`src/rtl/riscv_lsu_pkg.sv`:
```
// Shared funct3 access codes, FSM state encoding and access-size decode for the load/store unit.
package riscv_lsu_pkg;

  localparam logic [2:0] LSU_B  = 3'b000;
  localparam logic [2:0] LSU_H  = 3'b001;
  localparam logic [2:0] LSU_W  = 3'b010;
  localparam logic [2:0] LSU_BU = 3'b100;
  localparam logic [2:0] LSU_HU = 3'b101;

  typedef enum logic [1:0] {
    IDLE = 2'd0,
    BUSY = 2'd1,
    DONE = 2'd2
  } lsu_state_t;

  typedef enum logic [1:0] {
    SZ_B = 2'd0,
    SZ_H = 2'd1,
    SZ_W = 2'd2
  } lsu_size_t;

  // Any funct3 that is not a defined code for the access direction falls back to a word.
  function automatic lsu_size_t access_size(input logic [2:0] f3, input logic is_store);
    lsu_size_t sz;
    sz = SZ_W;
    if (f3 == LSU_B || (!is_store && f3 == LSU_BU)) sz = SZ_B;
    else if (f3 == LSU_H || (!is_store && f3 == LSU_HU)) sz = SZ_H;
    return sz;
  endfunction

endpackage

```
`src/rtl/lsu_lane_align.sv`:
```
// Combinational byte-lane steering: store strobes/replicated data and load extract/extend.
module lsu_lane_align
  import riscv_lsu_pkg::*;
(
  input  lsu_size_t   size,
  input  logic        sign_ext,
  input  logic [1:0]  offset,
  input  logic [31:0] store_data,
  input  logic [31:0] rdata,
  output logic [3:0]  wstrb,
  output logic [31:0] wdata,
  output logic [31:0] load_ext
);

  logic signed [7:0]  byte_sel;
  logic signed [15:0] half_sel;

  always_comb begin
    byte_sel = 8'sd0;
    case (offset)
      2'd0:    byte_sel = $signed(rdata[7:0]);
      2'd1:    byte_sel = $signed(rdata[15:8]);
      2'd2:    byte_sel = $signed(rdata[23:16]);
      default: byte_sel = $signed(rdata[31:24]);
    endcase
    half_sel = offset[1] ? $signed(rdata[31:16]) : $signed(rdata[15:0]);

    wstrb    = 4'b1111;
    wdata    = store_data;
    load_ext = rdata;
    case (size)
      SZ_B: begin
        wstrb    = 4'b0001 << offset;
        wdata    = {4{store_data[7:0]}};
        load_ext = sign_ext ? 32'(byte_sel) : {24'd0, byte_sel};
      end
      SZ_H: begin
        // Half accesses use offset[1] only; offset[0] never shifts a half lane.
        wstrb    = 4'b0011 << {offset[1], 1'b0};
        wdata    = {2{store_data[15:0]}};
        load_ext = sign_ext ? 32'(half_sel) : {16'd0, half_sel};
      end
      default: begin
        wstrb    = 4'b1111;
        wdata    = store_data;
        load_ext = rdata;
      end
    endcase
  end

endmodule

```
`src/rtl/load_store_unit.sv`:
```
// Handshaked data-memory load/store unit with core stall, timeout abort and lane alignment.
// Optional build macro MISALIGN_TRAP_EN: misaligned half/word accesses complete without a bus request.
module load_store_unit
  import riscv_lsu_pkg::*;
#(
  parameter int TIMEOUT_CYCLES = 16,
  parameter int ADDR_W         = 32
) (
  input  logic              clk,
  input  logic              reset,
  input  logic [ADDR_W-1:0] addr,
  input  logic [31:0]       store_data,
  input  logic              mem_read,
  input  logic              mem_write,
  input  logic [2:0]        funct3,
  output logic              stall,
  output logic [31:0]       load_data,
  output logic              done,
  output logic              bus_err,
  output logic              misalign,
  output logic              mem_req,
  output logic              mem_we,
  output logic [ADDR_W-1:0] mem_addr,
  output logic [31:0]       mem_wdata,
  output logic [3:0]        mem_wstrb,
  input  logic [31:0]       mem_rdata,
  input  logic              mem_ack
);

  localparam int CNT_W = (TIMEOUT_CYCLES > 2) ? $clog2(TIMEOUT_CYCLES) : 1;

  lsu_state_t       state, state_next;
  logic [CNT_W-1:0] cnt;
  logic [2:0]       f3_q;
  logic [1:0]       off_q;
  logic             is_load_q;

  logic             req;
  lsu_size_t        cur_size;
  lsu_size_t        size_sel;
  logic             sext_sel;
  logic [1:0]       off_sel;
  logic             misaligned;
  logic             timeout;
  logic [3:0]       wstrb_c;
  logic [31:0]      wdata_c;
  logic [31:0]      load_ext_c;

  assign req      = mem_read | mem_write;
  assign cur_size = access_size(funct3, mem_write);
  assign timeout  = (cnt == CNT_W'(TIMEOUT_CYCLES - 1));

  // While idle the aligner sees the incoming instruction; while busy it sees the latched access.
  always_comb begin
    if (state == IDLE) begin
      size_sel = cur_size;
      sext_sel = ~funct3[2];
      off_sel  = addr[1:0];
    end else begin
      size_sel = access_size(f3_q, ~is_load_q);
      sext_sel = ~f3_q[2];
      off_sel  = off_q;
    end
  end

`ifdef MISALIGN_TRAP_EN
  assign misaligned = ((cur_size == SZ_H) && addr[0]) ||
                      ((cur_size == SZ_W) && (addr[1:0] != 2'b00));
`else
  assign misaligned = 1'b0;
`endif

  lsu_lane_align u_align (
    .size       (size_sel),
    .sign_ext   (sext_sel),
    .offset     (off_sel),
    .store_data (store_data),
    .rdata      (mem_rdata),
    .wstrb      (wstrb_c),
    .wdata      (wdata_c),
    .load_ext   (load_ext_c)
  );

  always_comb begin
    state_next = state;
    stall      = 1'b0;
    done       = 1'b0;
    case (state)
      IDLE: begin
        stall = req;
        if (req) state_next = misaligned ? DONE : BUSY;
      end
      BUSY: begin
        stall = 1'b1;
        if (mem_ack || timeout) state_next = DONE;
      end
      DONE: begin
        done       = 1'b1;
        state_next = IDLE;
      end
      default: state_next = IDLE;
    endcase
  end

  always_ff @(posedge clk or posedge reset) begin
    if (reset) begin
      state <= IDLE;
    end else begin
      state <= state_next;
    end
  end

  always_ff @(posedge clk or posedge reset) begin
    if (reset) begin
      mem_req   <= 1'b0;
      mem_we    <= 1'b0;
      mem_addr  <= '0;
      mem_wdata <= '0;
      mem_wstrb <= 4'b0000;
      load_data <= '0;
      bus_err   <= 1'b0;
      misalign  <= 1'b0;
      cnt       <= '0;
      f3_q      <= '0;
      off_q     <= '0;
      is_load_q <= 1'b0;
    end else begin
      case (state)
        IDLE: begin
          if (req && misaligned) begin
            misalign  <= 1'b1;
            bus_err   <= 1'b0;
            load_data <= '0;
          end else if (req) begin
            mem_req   <= 1'b1;
            mem_we    <= mem_write;
            mem_addr  <= {addr[ADDR_W-1:2], 2'b00};
            mem_wstrb <= mem_write ? wstrb_c : 4'b0000;
            mem_wdata <= mem_write ? wdata_c : 32'd0;
            f3_q      <= funct3;
            off_q     <= addr[1:0];
            is_load_q <= ~mem_write;
            cnt       <= '0;
            bus_err   <= 1'b0;
            misalign  <= 1'b0;
          end
        end
        BUSY: begin
          if (mem_ack) begin
            mem_req   <= 1'b0;
            load_data <= is_load_q ? load_ext_c : 32'd0;
          end else if (timeout) begin
            mem_req   <= 1'b0;
            bus_err   <= 1'b1;
            load_data <= '0;
          end else begin
            cnt <= cnt + 1'b1;
          end
        end
        DONE: begin
          bus_err  <= 1'b0;
          misalign <= 1'b0;
        end
        default: ;
      endcase
    end
  end

endmodule

```
`config.mk`:
```
export PLATFORM = sky130hd
export DESIGN_NAME = load_store_unit
export DESIGN_NICKNAME = d
export VERILOG_FILES = /design/src/rtl/riscv_lsu_pkg.sv /design/src/rtl/lsu_lane_align.sv /design/src/rtl/load_store_unit.sv
export SDC_FILE = /design/constraint.sdc
export NUM_CORES = 1
export LEC_CHECK = 0
export CAP_MARGIN = 20
export CORE_UTILIZATION = 44
export DETAILED_ROUTE_END_ITERATION = 10
export PLACE_DENSITY = 0.86
export SYNTH_ARGS = -nofsm -noshare
export SYNTH_HDL_FRONTEND = slang
export SYNTH_SLANG_ARGS = --single-unit
```
`constraint.sdc`:
```
create_clock -name clk -period 4.7 [get_ports clk]
set_input_delay 0.47 -clock clk [delete_from_list [all_inputs] [get_ports clk]]
set_output_delay 0.47 -clock clk [all_outputs]
set_load 0.02 [all_outputs]
```
== After elaboration in Yosys (flattened, before gate mapping) ==
Cells that the tools add are included.

* Add/subtract/negate cells: 1
* Multipliers: 0
* Div/mod/pow operators: 0
* Order comparisons: 0
* Eq/ne operators: 18
* Shift-type cells: 2
* Multiplexer cells: 37
* Bitwise operators: 4
* Reduce and logical (&&, ||, !) cells: 26

{| class="wikitable"
|+ Operators with widths
! operator !! number
|-
| 2-to-1 mux 32 bit || 6
|-
| one-hot mux 32 bit (2 select lines) || 2
|-
| one-hot mux 8 bit (3 select lines) || 1
|-
| 2-to-1 mux 16 bit || 1
|-
| 2-to-1 mux 2 bit || 8
|-
| 2-to-1 mux 4 bit || 4
|-
| one-hot mux 4 bit (2 select lines) || 2
|-
| == test 3 bit (second input constant) || 4
|-
| inequality test 2 bit (second input constant) || 5
|-
| 2-to-1 mux 1 bit || 8
|-
| AND reduction 2 bit || 4
|-
| AND reduction 4 bit || 2
|-
| == test 2 x 1 -> 1 bit (second input constant) || 3
|-
| == test 3 x 1 -> 1 bit (second input constant) || 2
|-
| zero test 2 bit || 3
|-
| zero test 3 bit || 2
|-
| one-hot mux 1 bit (2 select lines) || 3
|-
| nonzero test 2 bit || 3
|-
| logical OR 1 bit || 5
|-
| adder 4 x 1 -> 4 bit (second input constant) || 1
|-
| == test 2 bit (second input constant) || 2
|-
| == test 4 bit (second input constant) || 1
|-
| logical AND 1 bit || 4
|-
| one-hot mux 2 bit (2 select lines) || 1
|-
| 9 further kinds || 11
|}

* Register bits: 114
* Latch bits: 0
* RAM bits: 0
* ROM bits: 0
* Input port bits: 104
* Output and inout port bits: 106
* Logic and storage cells: 101
* Memories: 0

== Depth between registers and ports, before layout ==
* Word-level depth: 10
* Depth in mapped cells: 9
* Depth with buffers taken out: 8

== Modules after synthesis ==
A second synthesis with hierarchy kept.

* Cell total of the unflattened synthesis: 468
* Area total of the unflattened synthesis: 5516.5 um^2

{| class="wikitable"
|+ Modules (own cells, without submodules)
! module !! times used !! cells each !! area each (um^2) !! sequential area each (um^2)
|-
| load_store_unit || 1 || 289 || 4299.1 || 2827.7
|-
| lsu_lane_align || 1 || 179 || 1217.4 || 0.0
|}

== Least setup slack after synthesis ==
Ideal clock, no wire load.

* Path type: reg2reg
* Start point: register state[1]
* End point: register load_data[16]
* Library setup time: 0.119 ns
* Arrival time: 1.984 ns
* Required time: 4.581 ns
* Slack: 2.596 ns
* Stages on the path, launching flop included: 10
* Buffers on the path: 3
* Period minus slack after synthesis: 2.104 ns
* Cells stage by stage: dfrtp_1 -> buf_6 -> or2_1 -> buf_6 -> mux2i_4 -> mux2i_1 -> a21o_1 -> o21a_2 -> buf_6 -> o21ai_2

* Longest elaborated chain between the ends: 8
* Elaborated cells on any way between the ends: 18
* Classes of those cells: eq/ne (4); mux (10); reduce/logical (4)

{| class="wikitable"
|+ Ends and longest elaborated chain
! element !! line !! RTL
|-
| start: declaration || load_store_unit.sv:32 || <nowiki>lsu_state_t state, state_next;</nowiki>
|-
| start signal: assignment || load_store_unit.sv:109 || <nowiki>state <= state_next;</nowiki>
|-
| zero test 2 bit || load_store_unit.sv:55, load_store_unit.sv:128 ||
|-
| 2-to-1 mux 2 bit || load_store_unit.sv:55 || <nowiki>if (state == IDLE) begin</nowiki>
|-
| == test 2 bit, or another cell as far along || lsu_lane_align.sv:20 || <nowiki>case (offset)</nowiki>
|-
| one-hot mux 8 bit (3 select lines) || lsu_lane_align.sv:20 ||
|-
| 2-to-1 mux 32 bit || lsu_lane_align.sv:35 || <nowiki>load_ext = sign_ext ? 32'(byte_sel) : {24'd0, byte_sel};</nowiki>
|-
| one-hot mux 32 bit (2 select lines) || lsu_lane_align.sv:31 || <nowiki>case (size)</nowiki>
|-
| 2-to-1 mux 32 bit || load_store_unit.sv:151 || <nowiki>load_data <= is_load_q ? load_ext_c : 32'd0;</nowiki>
|-
| 2-to-1 mux 32 bit || load_store_unit.sv:149 || <nowiki>if (mem_ack) begin</nowiki>
|-
| end signal: assignment || load_store_unit.sv:151 ||
|-
| end: declaration || load_store_unit.sv:17 || <nowiki>output logic [31:0] load_data,</nowiki>
|}

Parallel ways exist; a longest one is shown, timed or not.
A chain may end at the register's enable or synchronous reset.

== Worst setup path in the final report ==
* Start point: register state[1]
* End point: register load_data[10]

The elaborated chain is that of the path after synthesis.

==> out/results.txt <==
CTS tree = yes
Worst Setup Start Kind = register
Total GRT Usage = 26.2%
hold buffers post-CTS = 0
CTS root buffer = clkbuf_16
Worst Max-Slew Pin Slew = 1.01 ns
Vias = 4887
R2R depth = 6
r2r startpoint = state[1]
Synth cell types = 46
Routed Antenna Nets = 0
CTS sink count = 113
Resized cells post-CTS = 0
Initial Util = 45.3%
fraction of layout cells with a size suffix above 1 = 9.10%
Fin. Hold Viols = 0
Antenna diodes = 0
row count = 39
global route overflow = 0
area grow syn2layout = 54.0%
clock-pin slew on the worst setup and hold paths = 0.05 ns
Core Footprint = 0.0115 mm2
via/cell ratio = 5.49
Peak VDD IR = 342 uV
ys async rst share = 100%
Routed WL = 15700 um
clock skew = 0.0105 ns
gpl congestion = 0.860
Pleak = 3.60 nW
initial antenna violation count = 0
Setup crit end kind = register
Gate Count Post-Synth = 537
Main synth FF type = dfrtp_1
Hold Path Sink = f3_q[0]
Setup CP Type = register to register
Power Density = 753 mW/mm2
EDFF count, synth = 0
critical path required time = 5.03 ns
status = finished, final reports clean
clk buf depth = 2
#FFs+latches synth = 113
Fin Setup TNS = 0 ns
Final min period = 2.99 ns
critical path peak fanout = 19
Slew Limit Headroom = 32.8%
H-tree depth = 4
clk_lat worst skew = 0.40 ns
DIE WIDTH = 111 um
Slew Viols, Final = 0
HP Start = f3_q[0]
synthesized cell area = 0.00519 mm2
Hold Path Class = register to register
register area share after synthesis = 54.5%
DRT iter0 DRCs = 244
DR DRC count = 0
Final period util = 63.7%
max-cap viol count = 0
largest net degree at the start of global routing = 79
number of global-route vias before repair = 4970
Final HPWL DP = 11200 um
Syn Area/Cell = 9.66 um2
Ys Warns = 0
Hold Path Stages = 2
f_max = 334 MHz
worst endpoint data arrival time = 3.32 ns
drt wl/cell = 17.7 um
Vert. Die Dim = 111 um
nets = 839
I/O pins = 210
final setup vio count = 0
IO buf count = 206
first-pass GRT wire length = 25500 um
r2r endpoint = load_data[10]
flop-to-flop setup slack = 1.71 ns
Post-CTS Setup Repair Bufs = 0
die area = 0.0122 mm2
Detailed Routing Iterations Pass 1 = 5
total power = 6.01 mW
TritonCTS buffer count = 17
RSZ-0062 raised after global routing = no
[critical path, stage by stage (launching register included)]
cell     delay, ns
dfrtp_1       0.46
nor2_1        0.70
nor4b_2       0.18
nor2_2        0.43
nand2_2       0.42
nor4_4        0.53
a221o_1       0.19
[layout make-up]
type / instances / area (um2)
tap: 143 / 179
multi-input combinational: 385 / 2190
sequential: 113 / 2830
clock buffer: 19 / 443
timing repair buffer: 213 / 2120
fill: 863 / 3480
clock inverter: 13 / 210
inverter: 4 / 17.5
[logic make-up (layout without fill, tap and decap cells)]
family	after synthesis	after routing	share of synthesized area [%]
and+or+nand+nor	228	228	18.5
muxes	29	29	6.05
other	1	3	0.0723
DFF	113	113	54.5
buffers and inverters	41	249	3.71
xor gates and xnor gates	2	2	0.338
adders and majority gates	1	1	0.241
AOI/OAI and AO/OA	122	122	16.6
[through the flow]
| step | hold slack (ns) | util [%] | worst slack (ns) | area (um2) | cells |
|---|---|---|---|---|---|
| 2_1_floorplan | 0.437 | - | 1.24 | 5200 | 539 |
| 4_1_cts | 0.476 | 69.5 | 1.75 | 7980 | 889 |
| 3_3_place_gp | 0.454 | 63.9 | 1.71 | 7320 | 857 |
| 3_5_place_dp | 0.463 | 63.9 | 1.58 | 7320 | 857 |
| 6_report | 0.470 | 69.7 | 1.71 | 7990 | 890 |
| 5_1_grt | 0.497 | 69.7 | 1.45 | 7990 | 890 |
[cells in the mapped netlist (4+ instances only)]
| cell type | instances | area, um2 |
|---|---|---|
| a21oi_1 | 12 | 60.1 |
| clkbuf_1 | 24 | 90.1 |
| o22ai_1 | 9 | 56.3 |
| o21ai_0 | 32 | 160 |
| o21ai_2 | 11 | 96.3 |
| a31oi_1 | 4 | 25.0 |
| dfrtp_1 | 113 | 2830 |
| nand2_1 | 160 | 601 |
| buf_2 | 4 | 20.0 |
| nand2b_1 | 4 | 25.0 |
| o221ai_1 | 9 | 78.8 |
| nor3_1 | 10 | 50.1 |
| mux2_2 | 9 | 101 |
| o21ai_1 | 7 | 35.0 |
| a221o_1 | 15 | 150 |
| inv_1 | 4 | 15.0 |
| mux2i_1 | 19 | 190 |
| a22o_1 | 15 | 131 |
| nor2_1 | 33 | 124 |
[registers in the layout (all words and copies together) (netlist names)]
signal	count
is_load_q	1
mem_req	1
f3_q	3
off_q	2
load_data	32
bus_err	1
mem_we	1
mem_addr	30
mem_wdata	32
cnt	4
mem_wstrb	4
state	2
[per-layer routing]
metal  global-route usage [%]  vias up  routed length (um)
li1                         -     2254                   -
met1                     31.8     2329                6300
met2                     43.4      260                7700
met3                     7.57       44                1190
met4                     11.8        0                 546
met5                        0        -                   0
[layout by cell type (no fill, tap or decap), drive strengths merged, types with 2 or more instances in the layout]
cell and n:
clkdlybuf4s50 206, nand2 161, dfrtp 113, o21ai 50
nor2 34, mux2i 20, clkbuf 19, a221o 15
a22o 15, a21oi 12, nor3 10, o22ai 9
mux2 9, o221ai 9, buf 7, clkinv 6
bufinv 5, a31oi 4, nand2b 4, inv 4
a21o 3, nor2b 3, and3 3, conb 3
nand3 2, and2 2, xor2 2, or3 2
clkinvlp 2, nor4b 2
[power breakdown]
group	switching, mW	internal [mW]	total (mW)
clock network	0.447	0.955	1.40
registers	0.280	1.41	1.69
logic	1.64	1.29	2.93
total	2.37	3.65	6.01
[worst max path at each step]
stage               from            end  slack (ns)
5_1_grt         state[1]  load_data[10]        1.45
2_1_floorplan      reset        bus_err        1.24
4_1_cts         state[1]   load_data[4]        1.75
3_5_place_dp   mem_write  load_data[10]        1.58
6_report        state[1]  load_data[10]        1.71
3_3_place_gp   mem_write   load_data[9]        1.71
Note: power is estimated with default switching activity, not from simulation.
